**config.mk**
```make
export PLATFORM = sky130hd
export DESIGN_NAME = tempsens_cal_loader
export DESIGN_NICKNAME = d
export VERILOG_FILES = /design/src/rtl/tempsens_cal_loader.sv
export SDC_FILE = /design/constraint.sdc
export NUM_CORES = 1
export LEC_CHECK = 0
export CAP_MARGIN = 0
export CORE_MARGIN = 1.5
export CORE_UTILIZATION = 40
export DETAILED_ROUTE_END_ITERATION = 16
export PLACE_DENSITY = 0.67
export SETUP_SLACK_MARGIN = 0.02
export SYNTH_ARGS = -nofsm -noshare
export SYNTH_HDL_FRONTEND = slang
export SYNTH_SLANG_ARGS = --single-unit
```
**constraint.sdc**
```tcl
create_clock -name CLK -period 1.3 [get_ports CLK]
set_input_delay 0.195 -clock CLK [delete_from_list [all_inputs] [get_ports CLK]]
set_output_delay 0.195 -clock CLK [all_outputs]
set_load 0.03 [all_outputs]
```
**src/rtl/tempsens_cal_loader.sv**
```systemverilog
// tempsens_cal_loader
//   Serial calibration transmitter for the temperature-sensor macro. A
//   parallel word accepted on start is shifted out MSB-first on
//   CAL_CLK/CAL_DAT while CAL_ENA frames it; CAL_ENA falling commits the
//   word inside the sensor.
// Ports
//   CLK       system clock, rising edge
//   RESET     synchronous, active-low
//   start     send request, honoured only while busy=0
//   data_in   word captured on the accepting edge
//   busy      frame in progress
//   done      one-cycle end-of-frame pulse
//   CAL_CLK   serial clock (sensor samples on its rise)
//   CAL_DAT   serial data, changes only while CAL_CLK is low
//   CAL_ENA   frame enable
module tempsens_cal_loader #(
  parameter int DATA_W  = 12,
  parameter int CLK_DIV = 4
) (
  input  logic              CLK,
  input  logic              RESET,
  input  logic              start,
  input  logic [DATA_W-1:0] data_in,
  output logic              busy,
  output logic              done,
  output logic              CAL_CLK,
  output logic              CAL_DAT,
  output logic              CAL_ENA
);

  localparam int DIV_W = $clog2(CLK_DIV) + 1;
  localparam int BIT_W = $clog2(DATA_W) + 1;
  localparam logic [DIV_W-1:0] DIV_LAST = DIV_W'(CLK_DIV - 1);
  localparam logic [BIT_W-1:0] BIT_LAST = BIT_W'(DATA_W - 1);

  typedef enum logic [1:0] {IDLE, LOW, HIGH, LATCH} state_t;

  state_t            state_q, state_d;
  logic [DATA_W-1:0] sr_q, sr_d;
  logic [DATA_W-1:0] sr_shl;
  logic [DIV_W-1:0]  div_q, div_d;
  logic [DIV_W-1:0]  div_inc;
  logic [BIT_W-1:0]  bit_q, bit_d;
  logic              busy_q, busy_d;
  logic              done_q, done_d;
  logic              cal_clk_q, cal_clk_d;
  logic              cal_dat_q, cal_dat_d;
  logic              cal_ena_q, cal_ena_d;
  logic              div_end;

  always_comb begin
    state_d   = state_q;
    sr_d      = sr_q;
    div_d     = div_q;
    bit_d     = bit_q;
    busy_d    = busy_q;
    done_d    = 1'b0;
    cal_clk_d = cal_clk_q;
    cal_dat_d = cal_dat_q;
    cal_ena_d = cal_ena_q;

    sr_shl  = sr_q << 1;
    div_end = (div_q == DIV_LAST);
    // Divider stops at its terminal count; every phase reloads it on exit.
    div_inc = div_end ? div_q : div_q + DIV_W'(1);

    case (state_q)
      IDLE: begin
        if (start && !busy_q) begin
          sr_d      = data_in;
          cal_ena_d = 1'b1;
          cal_clk_d = 1'b0;
          cal_dat_d = data_in[DATA_W-1];
          busy_d    = 1'b1;
          bit_d     = '0;
          div_d     = '0;
          state_d   = LOW;
        end
      end
      LOW: begin
        if (div_end) begin
          cal_clk_d = 1'b1;
          div_d     = '0;
          state_d   = HIGH;
        end else begin
          div_d = div_inc;
        end
      end
      HIGH: begin
        if (div_end) begin
          // Data moves on the CAL_CLK falling edge, giving a full
          // half-period of setup before the next rise.
          cal_clk_d = 1'b0;
          div_d     = '0;
          if (bit_q == BIT_LAST) begin
            cal_dat_d = 1'b0;
            state_d   = LATCH;
          end else begin
            sr_d      = sr_shl;
            cal_dat_d = sr_shl[DATA_W-1];
            bit_d     = bit_q + BIT_W'(1);
            state_d   = LOW;
          end
        end else begin
          div_d = div_inc;
        end
      end
      LATCH: begin
        // CAL_ENA held for one half-period after the last fall so the
        // sensor sees hold time before the commit edge.
        if (div_end) begin
          cal_ena_d = 1'b0;
          busy_d    = 1'b0;
          done_d    = 1'b1;
          div_d     = '0;
          state_d   = IDLE;
        end else begin
          div_d = div_inc;
        end
      end
      default: state_d = IDLE;
    endcase
  end

  always_ff @(posedge CLK) begin
    if (!RESET) begin
      state_q   <= IDLE;
      sr_q      <= '0;
      div_q     <= '0;
      bit_q     <= '0;
      busy_q    <= 1'b0;
      done_q    <= 1'b0;
      cal_clk_q <= 1'b0;
      cal_dat_q <= 1'b0;
      cal_ena_q <= 1'b0;
    end else begin
      state_q   <= state_d;
      sr_q      <= sr_d;
      div_q     <= div_d;
      bit_q     <= bit_d;
      busy_q    <= busy_d;
      done_q    <= done_d;
      cal_clk_q <= cal_clk_d;
      cal_dat_q <= cal_dat_d;
      cal_ena_q <= cal_ena_d;
    end
  end

  assign busy    = busy_q;
  assign done    = done_q;
  assign CAL_CLK = cal_clk_q;
  assign CAL_DAT = cal_dat_q;
  assign CAL_ENA = cal_ena_q;

endmodule

```
==> impl_metrics.json, run 1 <==
{
  "drcViolationCount": 0,
  "clk_transition_reported_paths_ps": 140,
  "path_buf_inv": 1,
  "grt_antenna_before_repair": 0,
  "routed_len_inst_um": 15.7,
  "place_inst": 221,
  "pin_count_of_the_biggest_net_entering_global_routing": 21,
  "cp-end-kind": "flop",
  "critical_path_arrival_ps": 1710,
  "die_area_um2": 3490,
  "postRouteAntennaNets": 0,
  "max_slew.worst_pin.slew_ps": 291,
  "power.density_cell_area_nw_per_um2": 794,
  "start_util": 0.415,
  "post_synth_xor_area_fraction": 0,
  "drt_first_iter_violations": 45,
  "yosys.area_share.adder": 0.0199,
  "portbufs": 19,
  "synth_ff_type": "dfxtp_1",
  "core.rowCount": 20,
  "cts_buffers": 3,
  "worst-path-max-fanout": 5,
  "grt_pass1_wl_um": 5060,
  "crit_path_cell_trace": "nor4b_4 -> buf_4 -> o22a_2 -> nor2_1 -> a311oi_1",
  "number_of_vias_after_detailed_routing": 1307,
  "synth.cell_area_um2": 1260,
  "crit_path_max_incr_delay_ps": 390,
  "layout-area-overhead-vs-synth_pct": 59.0,
  "maxClockFrequency_ghz": 0.676,
  "timing.critical_path.slowest_stage_cell": "dfxtp_4",
  "cts.sink_count": 25,
  "rsz0062_at_grt": "yes",
  "muxShareOfSynthArea": 0,
  "p_leak_nw": 0.790,
  "ys_types": 36,
  "synth.yosys.seq_area_share": 0.398,
  "dp_hpwl_um": 2090,
  "total_nets_final": 213,
  "number_of_filler_cells_placed_in_the_layout": 237,
  "route.detailed.vias_per_inst": 5.47,
  "hold_slack_ps": 410,
  "sequentialPowerShare": 0.534,
  "ys_warn_count": 0,
  "synth_simple_gate_area_share": 0.280,
  "violations_in_the_final_reports": "negative setup slack",
  "clockPowerShare": 0.222,
  "tritoncts": "yes",
  "io_pins": 20,
  "max_cap_violations": 0,
  "required_time_of_the_worst_setup_path_ps": 1530,
  "place_area_um2": 1690,
  "routed_wl_um": 3750,
  "mean_syn_cell_area_um2": 8.91,
  "drt_pass1_iterations": 4,
  "die_x_um": 59.0,
  "cp-start-kind": "flop",
  "global_route.usage.total": 0.187,
  "die_height_um": 59.0,
  "place.gp.congestion": 0.840,
  "power.ir.vdd_worst_mv": 0.392,
  "final_area_um2": 2000,
  "cts-root-to-sink-buffers": 2,
  "synth.ff_latch_count": 25,
  "overall_power_mw": 1.59,
  "placeableCoreArea_um2": 3030,
  "clkLatencyLatePin_ps": 320,
  "comb_power_share": 0.244,
  "cts_hold_fix_bufs": 0,
  "fraction_of_power_spent_switching_nets": 0.284,
  "slew_viol_final": 0,
  "setup_viol_count_final": 18,
  "antenna-diode-count": 0,
  "aggregate_global_routing_overflow": 0,
  "setup_total_negative_slack_ps": -1890,
  "fin_crit_ps": 1480,
  "worst_hold_path_type": "in2reg",
  "critical_path_class": "reg2reg",
  "fin_worst_skew_ps": 6.29,
  "first_global_vias": 1195,
  "finish.cell_count_without_fillers": 239,
  "htree_levels": 1,
  "worst_slack_after_detailed_placement_ps": -436,
  "syn-instance-count": 141,
  "cellInternalPower_mw": 1.14,
  "async_flop_share": 0,
  "crit_family": "compound AO/OA/AOI/OAI gates",
  "postSynthNetCount": 158,
  "hold_viol_final": 0,
  "synth_enable_flop_cells": 0,
  "largest_family_of_logic_cells_by_synthesized_area": "simple AND/OR/NAND/NOR gates",
  "switching_power_mw": 0.450,
  "relSlewSlack": 0.805,
  "status": "complete, but fails checks",
  "fin_util": 0.660,
  "finalCritPeriodShare": 1.14,
  "synth_compound_area_frac": 0.234,
  "layout-drive-gt1-share": 0.467,
  "final.setup.worst_slack_ps": -179,
  "clock-root-buffer": "clkbuf_4"
}
## cells in the mapped netlist, drive strengths merged, types with 3 or more instances
library cell | count | share of area
nand2 | 29 | 0.087
dfxtp | 25 | 0.40
nor2 | 18 | 0.068
a311oi | 10 | 0.10
a21oi | 8 | 0.032
buf | 6 | 0.047
nand2b | 6 | 0.032
clkbuf | 4 | 0.012
nor3 | 4 | 0.016
inv | 3 | 0.0090
## kinds of logic after synthesis
kind of cell / after synthesis
fa+ha+maj: 2
compound gates: 33
flops: 25
buf+inv: 13
simple gates: 68
## state kept, by name, summed over array words and instances, names as in the netlist
signal,cells
state_q,2
div_q,3
sr_q,11
CAL_DAT,1
bit_q,5
CAL_ENA,1
CAL_CLK,1
done,1
## layer usage
| metal | up-vias | track usage | part of all wire |
|---|---|---|---|
| li1 | 617 | - | - |
| met1 | 639 | 0.218 | 0.40 |
| met2 | 47 | 0.348 | 0.55 |
| met3 | 4 | 0.0218 | 0.043 |
| met4 | 0 | 0.0682 | 0.0088 |
| met5 | - | 0 | 0 |
## power by group through the flow
stage          Combinational (mW)  Sequential, mW  Clock [mW]
2_1_floorplan               0.200           0.872           0
3_3_place_gp                0.311           0.862           0
3_5_place_dp                0.325           0.863           0
4_1_cts                     0.329           0.846       0.359
5_1_grt                     0.418           0.851       0.404
6_report                    0.388           0.847       0.352
## area by class of cell
cell class | count | area (um2) | share of cell area
Multi-Input combinational cell | 106 | 848 | 0.425
Tap cell | 44 | 55.1 | 0.0276
Sequential cell | 25 | 517 | 0.259
Clock inverter | 1 | 5.00 | 0.00251
Clock buffer | 3 | 22.5 | 0.0113
Timing Repair Buffer | 57 | 538 | 0.269
Inverter | 3 | 11.3 | 0.00564
## worst paths after layout
| kind | start | end | slack, ps | cells after the start |
|---|---|---|---|---|
| setup reg to reg | state_q[0] | sr_q[1] | -180 | 5 |
| hold reg to reg | CAL_DAT | CAL_DAT | 480 | 2 |
| hold / removal | data_in[0] | sr_q[0] | 410 | 3 |
| setup / recovery | state_q[0] | sr_q[1] | -180 | 5 |
## worst register-to-register path, delay by kind of cell (launching register included)
family,cells,cell delay (ps)
AO/OA/AOI/OAI,2,510
flip-flops,1,390
AND/OR/NAND/NOR,2,300
buffers and inverters,1,190
## cell usage in the layout, fill, tap and decap left out, drive strengths merged, types with 2 or more instances in the layout
| master | instances |
|---|---|
| buf | 39 |
| nand2 | 29 |
| dfxtp | 25 |
| nor2 | 18 |
| clkdlybuf4s50 | 14 |
| a311oi | 10 |
| a21oi | 8 |
| nand2b | 6 |
| clkbuf | 6 |
| o22a | 4 |
| nor3 | 4 |
| inv | 3 |
| nor2b | 2 |
| o211a | 2 |
| nand3 | 2 |
| nand4 | 2 |
| a21o | 2 |
| o21ai | 2 |
| ha | 2 |
| a31oi | 2 |
## repair_timing
action                                 4_1_cts  5_1_grt
cloned                                       1        3
pin swaps                                    2       16
setup endpoints to repair                   21       22
endpoints found under the hold margin        0        0
buffers inserted                             0       10
resized for setup                            6       36
Power figures use the tool's default switching activity.
==> inputs of run 2 (changes only) <==
- CORE_MARGIN: 1.5 -> unset
==> impl_metrics.json, run 2 (synthesis gave the netlist of run 1 again) <==
{
  "place.gp.congestion": 0.801,
  "routed_wl_um": 3320,
  "setup_viol_count_final": 20,
  "routed_len_inst_um": 14.0,
  "fin_worst_skew_ps": 3.94,
  "fin_crit_ps": 1460,
  "critical_path_arrival_ps": 1690,
  "die_area_um2": 3370,
  "hold_viol_final": 0,
  "core.rowCount": 19,
  "placeableCoreArea_um2": 2880,
  "start_util": 0.437,
  "cp-end-kind": "flop",
  "pin_count_of_the_biggest_net_entering_global_routing": 21,
  "number_of_vias_after_detailed_routing": 1261,
  "grt_antenna_before_repair": 0,
  "relSlewSlack": 0.807,
  "maxClockFrequency_ghz": 0.686,
  "timing.hold.worst_path_depth": 3,
  "timing.critical_path.slowest_stage_cell": "dfxtp_2",
  "crit_path_max_incr_delay_ps": 360,
  "dp_hpwl_um": 2140,
  "layout_common_cells": "28 x nand2_1, 28 x buf_4, 18 x dfxtp_1",
  "first_global_vias": 1261,
  "crit_path_cell_trace": "ha_4 -> and4bb_4 -> o22a_4 -> buf_6 -> a311oi_2",
  "p_leak_nw": 0.794,
  "clkLatencyLatePin_ps": 320,
  "die_height_um": 58.0,
  "die_x_um": 58.0,
  "antenna-diode-count": 0,
  "setup_total_negative_slack_ps": -1680,
  "cp-start-kind": "flop",
  "violations_in_the_final_reports": "design-rule violations, negative setup slack",
  "io_pins": 20,
  "critical_path_class": "reg2reg",
  "drt_pass1_iterations": 10,
  "grt_pass1_wl_um": 5350,
  "drcViolationCount": 1,
  "power.ir.vdd_worst_mv": 0.530,
  "slew_viol_final": 0,
  "cts-root-to-sink-buffers": 2,
  "fin_util": 0.699,
  "hold_slack_ps": 431,
  "number_of_filler_cells_placed_in_the_layout": 213,
  "holdCritStartpoint": "data_in[0]",
  "top_regs": "sr_q (11), bit_q (5), div_q (3)",
  "total_nets_final": 213,
  "clock-root-buffer": "clkbuf_4",
  "layout-area-overhead-vs-synth_pct": 60.2,
  "setup.reg_to_reg.worst_slack_ps": -160,
  "largest_register_ffs": 11,
  "tritoncts": "yes",
  "finalCritPeriodShare": 1.12,
  "global_route.usage.total": 0.205,
  "whs_endpoint": "sr_q[0]",
  "cts_buffers": 3,
  "worst_hold_path_type": "in2reg",
  "max_cap_violations": 0,
  "aggregate_global_routing_overflow": 0,
  "route.detailed.vias_per_inst": 5.32,
  "power.density_cell_area_nw_per_um2": 811,
  "worst-path-max-fanout": 6,
  "register_with_the_highest_flop_count": "sr_q",
  "clk_transition_reported_paths_ps": 140,
  "required_time_of_the_worst_setup_path_ps": 1530,
  "rsz0062_at_grt": "yes",
  "max_slew.worst_pin.slew_ps": 291,
  "crit-reg2reg-capture": "sr_q[5]",
  "postRouteAntennaNets": 0,
  "htree_levels": 1,
  "layout-drive-gt1-share": 0.487,
  "final.setup.worst_slack_ps": -159,
  "rr_worst_depth": 5,
  "cts.sink_count": 25,
  "reg2reg_from": "div_q[1]",
  "portbufs": 19,
  "drt_first_iter_violations": 34,
  "status": "complete, but fails checks"
}
==> run 2: how the worst max path moves through the flow <==
stage / from / to / slack (ps) / depth (start not counted)
2_1_floorplan: div_q[0] / sr_q[3] / -40 / 5
3_3_place_gp: start / bit_q[1] / -380 / 6
3_5_place_dp: start / sr_q[3] / -470 / 5
4_1_cts: state_q[1] / sr_q[5] / -150 / 5
5_1_grt: div_q[1] / CAL_DAT / -180 / 6
6_report: div_q[1] / sr_q[5] / -160 / 5
==> run 2: cell type report <==
| class | count | area, um2 | area share |
|---|---|---|---|
| multi-input cells | 106 | 876 | 0.435 |
| inverters | 3 | 11.3 | 0.00560 |
| clock buffers | 4 | 26.3 | 0.0131 |
| flip-flops and latches | 25 | 514 | 0.256 |
| repair buffers | 57 | 532 | 0.264 |
| well taps | 42 | 52.6 | 0.0261 |
==> run 2: critical path: cells and delay by family (launching register included) <==
family | cells | cell delay [ps]
buffers and inverters | 1 | 130
AOI/OAI and AO/OA | 2 | 490
and+or+nand+nor | 1 | 230
DFF | 1 | 360
adders and majority gates | 1 | 170
==> run 2: where the power goes <==
| group | switching, mW | total [mW] | internal [mW] | leakage [nW] |
|---|---|---|---|---|
| Combinational | 0.193 | 0.430 | 0.237 | 0.571 |
| Clock | 0.233 | 0.353 | 0.120 | 0.0150 |
| Sequential | 0.0378 | 0.849 | 0.811 | 0.208 |
==> run 2: through the flow <==
stage,total power [mW],setup slack [ps],cell area [um2],cells
2_1_floorplan,1.07,-37.7,1300,141
3_3_place_gp,1.18,-382,1710,223
3_5_place_dp,1.20,-474,1710,223
4_1_cts,1.58,-145,1870,233
5_1_grt,1.70,-175,2010,237
6_report,1.63,-159,2010,237
==> run 2: metal layers <==
layer  routed length [um]  GRT usage  vias to the layer above  part of all wire
li1                     -          -                      617                 -
met3                   99     0.0491                        4             0.030
met1                 1450      0.234                      615              0.44
met2                 1730      0.383                       25              0.52
met5                    0          0                        -                 0
met4                   37     0.0442                        0             0.011
==> run 2: repair_timing <==
action	CTS	global route
cloned	3	0
setup endpoints to repair	23	25
pin swaps	5	16
gates resized for setup	23	26
hold buffers	0	0
setup buffers	3	4
